`config.mk`:
```
export PLATFORM = sky130hd
export DESIGN_NAME = multiply_accumulate
export DESIGN_NICKNAME = d
export VERILOG_FILES = /design/src/rtl/mac_pkg.sv /design/src/rtl/q15_16_mul.sv /design/src/rtl/multiply_accumulate.sv
export SDC_FILE = /design/constraint.sdc
export NUM_CORES = 2
export LEC_CHECK = 0
export CAP_MARGIN = 30
export CORE_AREA = 8 8 331 333
export CTS_BUF_LIST = sky130_fd_sc_hd__clkbuf_4
export DETAILED_ROUTE_END_ITERATION = 8
export DIE_AREA = 0 0 339 341
export PLACE_DENSITY_LB_ADDON = 0.08
export SLEW_MARGIN = 25
export SYNTH_ARGS = -nofsm -noshare
export SYNTH_HDL_FRONTEND = slang
export SYNTH_SLANG_ARGS = --single-unit
```
`constraint.sdc`:
```
create_clock -name CLK -period 10.3 [get_ports CLK]
set_input_delay 1.03 -clock CLK [delete_from_list [all_inputs] [get_ports CLK]]
set_output_delay 1.03 -clock CLK [all_outputs]
set_load 0.005 [all_outputs]
```
`src/rtl/mac_pkg.sv`:
```
// mac_pkg: shared widths, saturation limits and FSM state type for the Q15.16 multiply-accumulate engine.
package mac_pkg;
  localparam int DATA_W = 32;
  localparam int FRAC_W = 16;
  localparam int PROD_W = 64;
  localparam logic [DATA_W-1:0] Q_MAX = 32'h7FFF_FFFF;
  localparam logic [DATA_W-1:0] Q_MIN = 32'h8000_0000;
  typedef enum logic [1:0] {IDLE, MUL, ADD, DONE} state_t;
endpackage

```
`src/rtl/q15_16_mul.sv`:
```
// q15_16_mul: registered signed 32x32->64 multiplier; the product register loads only while en is high.
module q15_16_mul
  import mac_pkg::*;
(
  input  logic                     CLK,
  input  logic                     RST,
  input  logic                     en,
  input  logic signed [DATA_W-1:0] a,
  input  logic signed [DATA_W-1:0] x,
  output logic signed [PROD_W-1:0] p
);
  logic signed [PROD_W-1:0] p_q, p_d;
  always_comb p_d = en ? PROD_W'(a) * PROD_W'(x) : p_q;
  always_ff @(posedge CLK or negedge RST)
    if (!RST) p_q <= '0;
    else      p_q <= p_d;
  assign p = p_q;
endmodule

```
`src/rtl/multiply_accumulate.sv`:
```
// multiply_accumulate: Y = A*X + B on signed Q15.16 behind a start/valid/done handshake.
// Define MAC_SATURATE_EN to clamp out-of-range results instead of wrapping modulo 2^32.
module multiply_accumulate
  import mac_pkg::*;
(
  input  logic              CLK,
  input  logic              RST,
  input  logic              Start_in,
  input  logic              Done_in,
  input  logic [DATA_W-1:0] A_in,
  input  logic [DATA_W-1:0] X_in,
  input  logic [DATA_W-1:0] B_in,
  output logic [DATA_W-1:0] Y_out,
  output logic              Valid_out
);
`ifdef MAC_SATURATE_EN
  localparam bit SAT_EN = 1'b1;
`else
  localparam bit SAT_EN = 1'b0;
`endif
  state_t state_q, state_d;
  logic signed [DATA_W-1:0] a_q, a_d, x_q, x_d, b_q, b_d;
  logic [DATA_W-1:0] y_q, y_d, y_res;
  logic valid_q, valid_d, cap, ovf;
  logic signed [PROD_W-1:0] p, s;
  q15_16_mul u_mul (
    .CLK(CLK),
    .RST(RST),
    .en (state_q == MUL),
    .a  (a_q),
    .x  (x_q),
    .p  (p)
  );
  always_ff @(posedge CLK or negedge RST)
    if (!RST) state_q <= IDLE;
    else      state_q <= state_d;
  always_comb
    state_d = state_q == IDLE ? (Start_in ? MUL : IDLE) :
              state_q == MUL  ? ADD :
              state_q == ADD  ? DONE :
              (Done_in ? IDLE : DONE);
  // The result fits in 32 bits only when bits 63..31 of the sum are all sign copies.
  assign s     = (p >>> FRAC_W) + PROD_W'(b_q);
  assign ovf   = !(&s[PROD_W-1:DATA_W-1] || ~|s[PROD_W-1:DATA_W-1]);
  assign y_res = (SAT_EN && ovf) ? (s[PROD_W-1] ? Q_MIN : Q_MAX) : s[DATA_W-1:0];
  always_comb begin
    cap     = state_q == IDLE && Start_in;
    a_d     = cap ? A_in : a_q;
    x_d     = cap ? X_in : x_q;
    b_d     = cap ? B_in : b_q;
    y_d     = state_q == ADD ? y_res : y_q;
    valid_d = state_q == ADD ? 1'b1 : (state_q == DONE && Done_in) ? 1'b0 : valid_q;
  end
  always_ff @(posedge CLK or negedge RST)
    if (!RST) begin
      a_q     <= '0;
      x_q     <= '0;
      b_q     <= '0;
      y_q     <= '0;
      valid_q <= 1'b0;
    end else begin
      a_q     <= a_d;
      x_q     <= x_d;
      b_q     <= b_d;
      y_q     <= y_d;
      valid_q <= valid_d;
    end
  assign Y_out     = y_q;
  assign Valid_out = valid_q;
endmodule

```
==> Word level (Yosys, flattened, before mapping) <==
Cells that the tools add are included.
{ "totals": {"romBits": 0, "reg_bits": 179, "memories": 0, "word_cells": 23, "ram_bits": 0, "latch_bits": 0, "out_inout_bits": 33} }
{ "classes": {"addsub": 1, "n_bitwise": 0, "n_reduce_logical": 4, "n_shift": 0, "multipliers": 1, "div": 0, "n_eq_ne": 3, "n_lt_le_gt_ge": 0, "n_mux": 7} }
{ "op_table": {"columns": ["cell", "count"], "rows": [
  ["$mul A32 B32 Y48", 1],
  ["$add A32 B32 Y32", 1],
  ["$mux W2", 4],
  ["$eq A2 B2 Y1 const B", 2],
  ["$mux W1", 3],
  ["$eq A2 B1 Y1 const B", 1],
  ["$logic_and A1 B1 Y1", 2],
  ["$logic_not A2 Y1", 1],
  ["$reduce_bool A2 Y1", 1]
]} }

==> Logic depth before layout (Yosys ltp) <==
{ "depth": {"word_depth": 4, "ltp_mapped": 28} }

==> Modules after synthesis <==
A second synthesis with hierarchy kept.
{ "unflattened": {"hier_cells": 4615, "hier_area_um2": 45143.3} }
{ "by_module_without_submodules": {"columns": ["mod", "area_per_inst_um2", "cells_per_inst", "n_inst"], "rows": [
  ["q15_16_mul", 38585.8, 4038, 1],
  ["multiply_accumulate", 6557.5, 577, 1]
]} }

==> Least setup slack after synthesis <==
No wires, ideal clock.
{ "synth_timing": {"path_type": "register -> register", "from": "reg a_q[29]", "to": "reg u_mul.p_q[45] (netlist: u_mul.p[45])", "path_slack_ns": 3.180, "setup_ns": 0.121, "n_path_buf": 3, "t_required_ns": 10.179, "arrival_time_ns": 6.999, "synth_period_minus_slack_ns": 7.120, "stages_incl_launch_ff": 28, "path_cell_list": "dfrtp_1 clkbuf_1 clkbuf_1 nand2_1 fa_1 fa_1 inv_1 fa_1 inv_1 fa_1 inv_1 fa_1 fa_1 fa_1 inv_1 fa_1 inv_1 ha_1 clkbuf_1 a21oi_1 o21ai_0 nor2_1 nand3_1 o2111ai_1 nand2_1 a21o_1 a211o_1 a22o_1"} }
{ "synth_between": {"elab_chain_cells": 1} }
{ "synth_rtl": {"columns": ["item", "line_no", "text"], "rows": [
  ["from (decl)", "multiply_accumulate.sv:22", "logic signed [DATA_W-1:0] a_q, a_d, x_q, x_d, b_q, b_d;"],
  ["from (signal assigned)", "multiply_accumulate.sv:56", "a_q <= '0;"],
  ["from (signal assigned)", "multiply_accumulate.sv:62", "a_q <= a_d;"],
  ["$mul A32 B32 Y48", "q15_16_mul.sv:13", "always_comb p_d = en ? PROD_W'(a) * PROD_W'(x) : p_q;"],
  ["to (signal assigned)", "q15_16_mul.sv:16", "else p_q <= p_d;"],
  ["to (decl)", "q15_16_mul.sv:12", "logic signed [PROD_W-1:0] p_q, p_d;"]
]} }
Every way passes these cells.
A chain may end at the register's enable or synchronous reset.

==> Final worst setup path <==
{ "layout_timing": {"from": "reg a_q[15]", "to": "reg u_mul.p_q[45] (netlist: u_mul.p[45])"} }
Same word-level chain as after synthesis.

==> impl_results.md <==
- Outcome: finished clean
- Global-route wire length before repair: 170.4 mm
- DR iter-0 viols: 1,115
- Root buf cell: clkbuf_4
- Fin crit share: 81.11%
- Main combinational cell family by area after synthesis: adder cells
- Ports: 133
- Synth unique cells: 66
- Final nets: 4,913
- Post-synth top area share: a little under half
- CTS clk-pin slew, worst paths: roughly 0.20 ns
- Placer's final routability congestion estimate: 0.8112
- Post-DRT Antenna Nets: 0
- Grt total ovfl: 0
- Synth warn: 0
- Core area: 104,400 sq um
- Setup repair bufs after CTS: 0
- Vias: 24,610
- CP Max Fanout: 18
- Syn avg cell area: 9.624 sq um
- Die area: 115,600 sq um
- Vias in the first global route: 27,450
- Fmax: 119.7 MHz
- Most frequent cells after synthesis: fa_1 (839), inv_1 (780), nand2_1 (559)
- RSZ-0062 raised after global routing: false
- CP arrival: 9.09 ns
- CTS tree: yes
- Synth area leader: fa_1
- Synthesized flop and latch total: 163
- Post-synthesis cell count: 3,753
- Drt total wl: approximately 110 mm
- Worst flop-to-flop path endpoint: u_mul.p[45]
- Max-Slew Margin vs Limit: 34.25%
- Syn_nets: 4,886
- Post-CTS Resized: 0
- Area growth, synth to finish: 8.945%
- Async SR Flop Fraction: 100.0%
- Tmin final: 8.355 ns
- Initial antenna violation count: 2
- Share of cells above drive strength 1: 5.932%
- Top cells by area, synth: fa_1 (47%), dfrtp_1 (11%), inv_1 (8.1%), and2_1 (7.4%), ha_1 (6.7%)
- Bufs on Longest Clock Path: 2
- Final hold violation count: 0
- DR pass1 iterations: 5
- Area share of fa/ha/maj cells after synthesis: 53.22%
- Synth Area in Simple Gates: ~16%
- Required time of the critical path: 11.03 ns
- Total GRT Usage: 19.38%
- Post-synthesis compound-gate area fraction: 4.476%
- Most used DFF post-synth: dfrtp_1
- Cts hold-fix bufs: 0
- Final std cells w/o fill: 5,192
- Worst-Margin Slew: 0.9862 ns
- H-Tree Depth: 4
- Mux contribution to synthesized area: 3.021%
- Avg Vias per Cell: 4.739
- Die W: 339 microns
- Clk_lat worst skew: 0.82 ns
- R2R Setup Slk: between 1.5 and 2 ns
- Post-synth design cell area: between 30,000 and 40,000 sq um
- Final TNS setup: 0 ns
- Seq/Total Area, Yosys: 11.29%
- EDFF count, synth: 0
- Final Max Tran Viols: 0
- Die height: 341 microns
- HP Class: input port to asynchronous set/reset pin
- Crit path kind: flip-flop to flip-flop
- Clock sink count: between 150 and 200
- Wire length per cell: 20.99 microns
- Most frequent cell after synthesis: fa_1
- CP endpoint kind: flip-flop
- Initial core utilization: 34.60%
- # setup viols final: 0
- RR Startpoint: a_q[15]
- Max Cap Viol: 0
- Largest net degree at the start of global routing: 77
- Final Skew: 0.03885 ns
- Port buffer count: 132
- # placed instances: 5,150
- Post-Synth XOR/XNOR Area: 2.231%
- Cells on worst reg2reg path: 23
- Core Rows: between 100 and 150
- Num CTS Buffers: 17
- # DRC: 0
- Final HPWL DP: a little under 90 mm
- CP Launch Type: flip-flop
==> critical path, stage by stage (launching register included) <==
cell and delay [ns]:
dfrtp_1 1.00, buf_4 0.41, nand2_1 0.11, fa_1 0.50, fa_1 0.54, inv_1 0.05
fa_1 0.48, fa_1 0.55, fa_1 0.57, fa_1 0.45, fa_1 0.49, inv_1 0.05
fa_1 0.48, inv_1 0.05, ha_1 0.37, a21oi_1 0.23, o21ai_0 0.17, nor2_1 0.17
nand3_1 0.13, o2111ai_1 0.58, nand2_1 0.20, a21o_1 0.24, a211o_1 0.29, a22o_1 0.17
==> registers in the layout (all words and copies together), names as in the netlist <==
| register | count |
|---|---|
| Y_out | 32 |
| u_mul.p | 32 |
| state_q | 2 |
| x_q | 32 |
| b_q | 32 |
| Valid_out | 1 |
| a_q | 32 |
==> per-layer routing <==
| layer | GRT usage, % | vias to the layer above | share of wire, % |
|---|---|---|---|
| met1 | 22.88 | 13100 | 39 |
| met2 | 37.79 | 280 | 57 |
| li1 | - | 11140 | - |
| met5 | 0 | - | 0 |
| met4 | 4.357 | 0 | 2.0 |
| met3 | 1.625 | 88 | 1.8 |
==> through the flow <==
step	setup WS (ns)	cell area (sq um)	utilization, %	hold slack [ns]
6_report	1.945	39350	37.70	0.2120
5_1_grt	1.647	39340	37.70	0.1560
4_1_cts	1.895	39300	37.65	0.1247
3_5_place_dp	1.932	39030	37.39	0.4730
3_3_place_gp	2.060	39010	37.38	0.4634
2_1_floorplan	3.180	36120	-	0.4473
==> worst max path at each step <==
stage	from	end	slack (ns)
3_5_place_dp	x_q[10]	u_mul.p[45]	1.93
3_3_place_gp	x_q[10]	u_mul.p[45]	2.06
2_1_floorplan	a_q[29]	u_mul.p[45]	3.18
5_1_grt	a_q[15]	u_mul.p[45]	1.65
6_report	a_q[15]	u_mul.p[45]	1.95
4_1_cts	x_q[10]	u_mul.p[45]	1.89
==> layout by cell type, fill, tap and decap left out, types with 10 or more instances in the layout <==
master / count
a21o_1: 23
o21a_1: 10
dfrtp_1: 162
clkdlybuf4s50_1: 131
xor2_1: 26
inv_1: 780
buf_4: 75
mux2_2: 96
o21ai_1: 20
nand3_1: 15
a31oi_1: 11
clkbuf_4: 17
and2_1: 428
a21oi_1: 52
o21ai_0: 71
ha_1: 194
fa_1: 839
a211oi_1: 14
nor2b_1: 21
nand2_1: 558
nor3_1: 13
nand2b_1: 14
nor2_1: 33
xnor2_1: 66
==> cell type report <==
type,instances,area (sq um)
inverters,780,2928
well taps,1391,1740
fillers,10750,65020
diodes,8,20.02
flip-flops and latches,163,4080
multi-input cells,2607,28360
clock inverters,15,142.6
repair buffers,211,1953
clock buffers,17,127.6
==> cell families after synthesis <==
group,Yosys count
multiplexers,97
flip-flops,163
XOR/XNOR,92
adder cells (fa/ha/maj),1033
AND/OR/NAND/NOR,1132
AO/OA/AOI/OAI,253
buffers and inverters,983
Power is left out: the tool's default activity adds up to more than one toggle a clock period on the data nets, which glitch-free logic cannot reach.
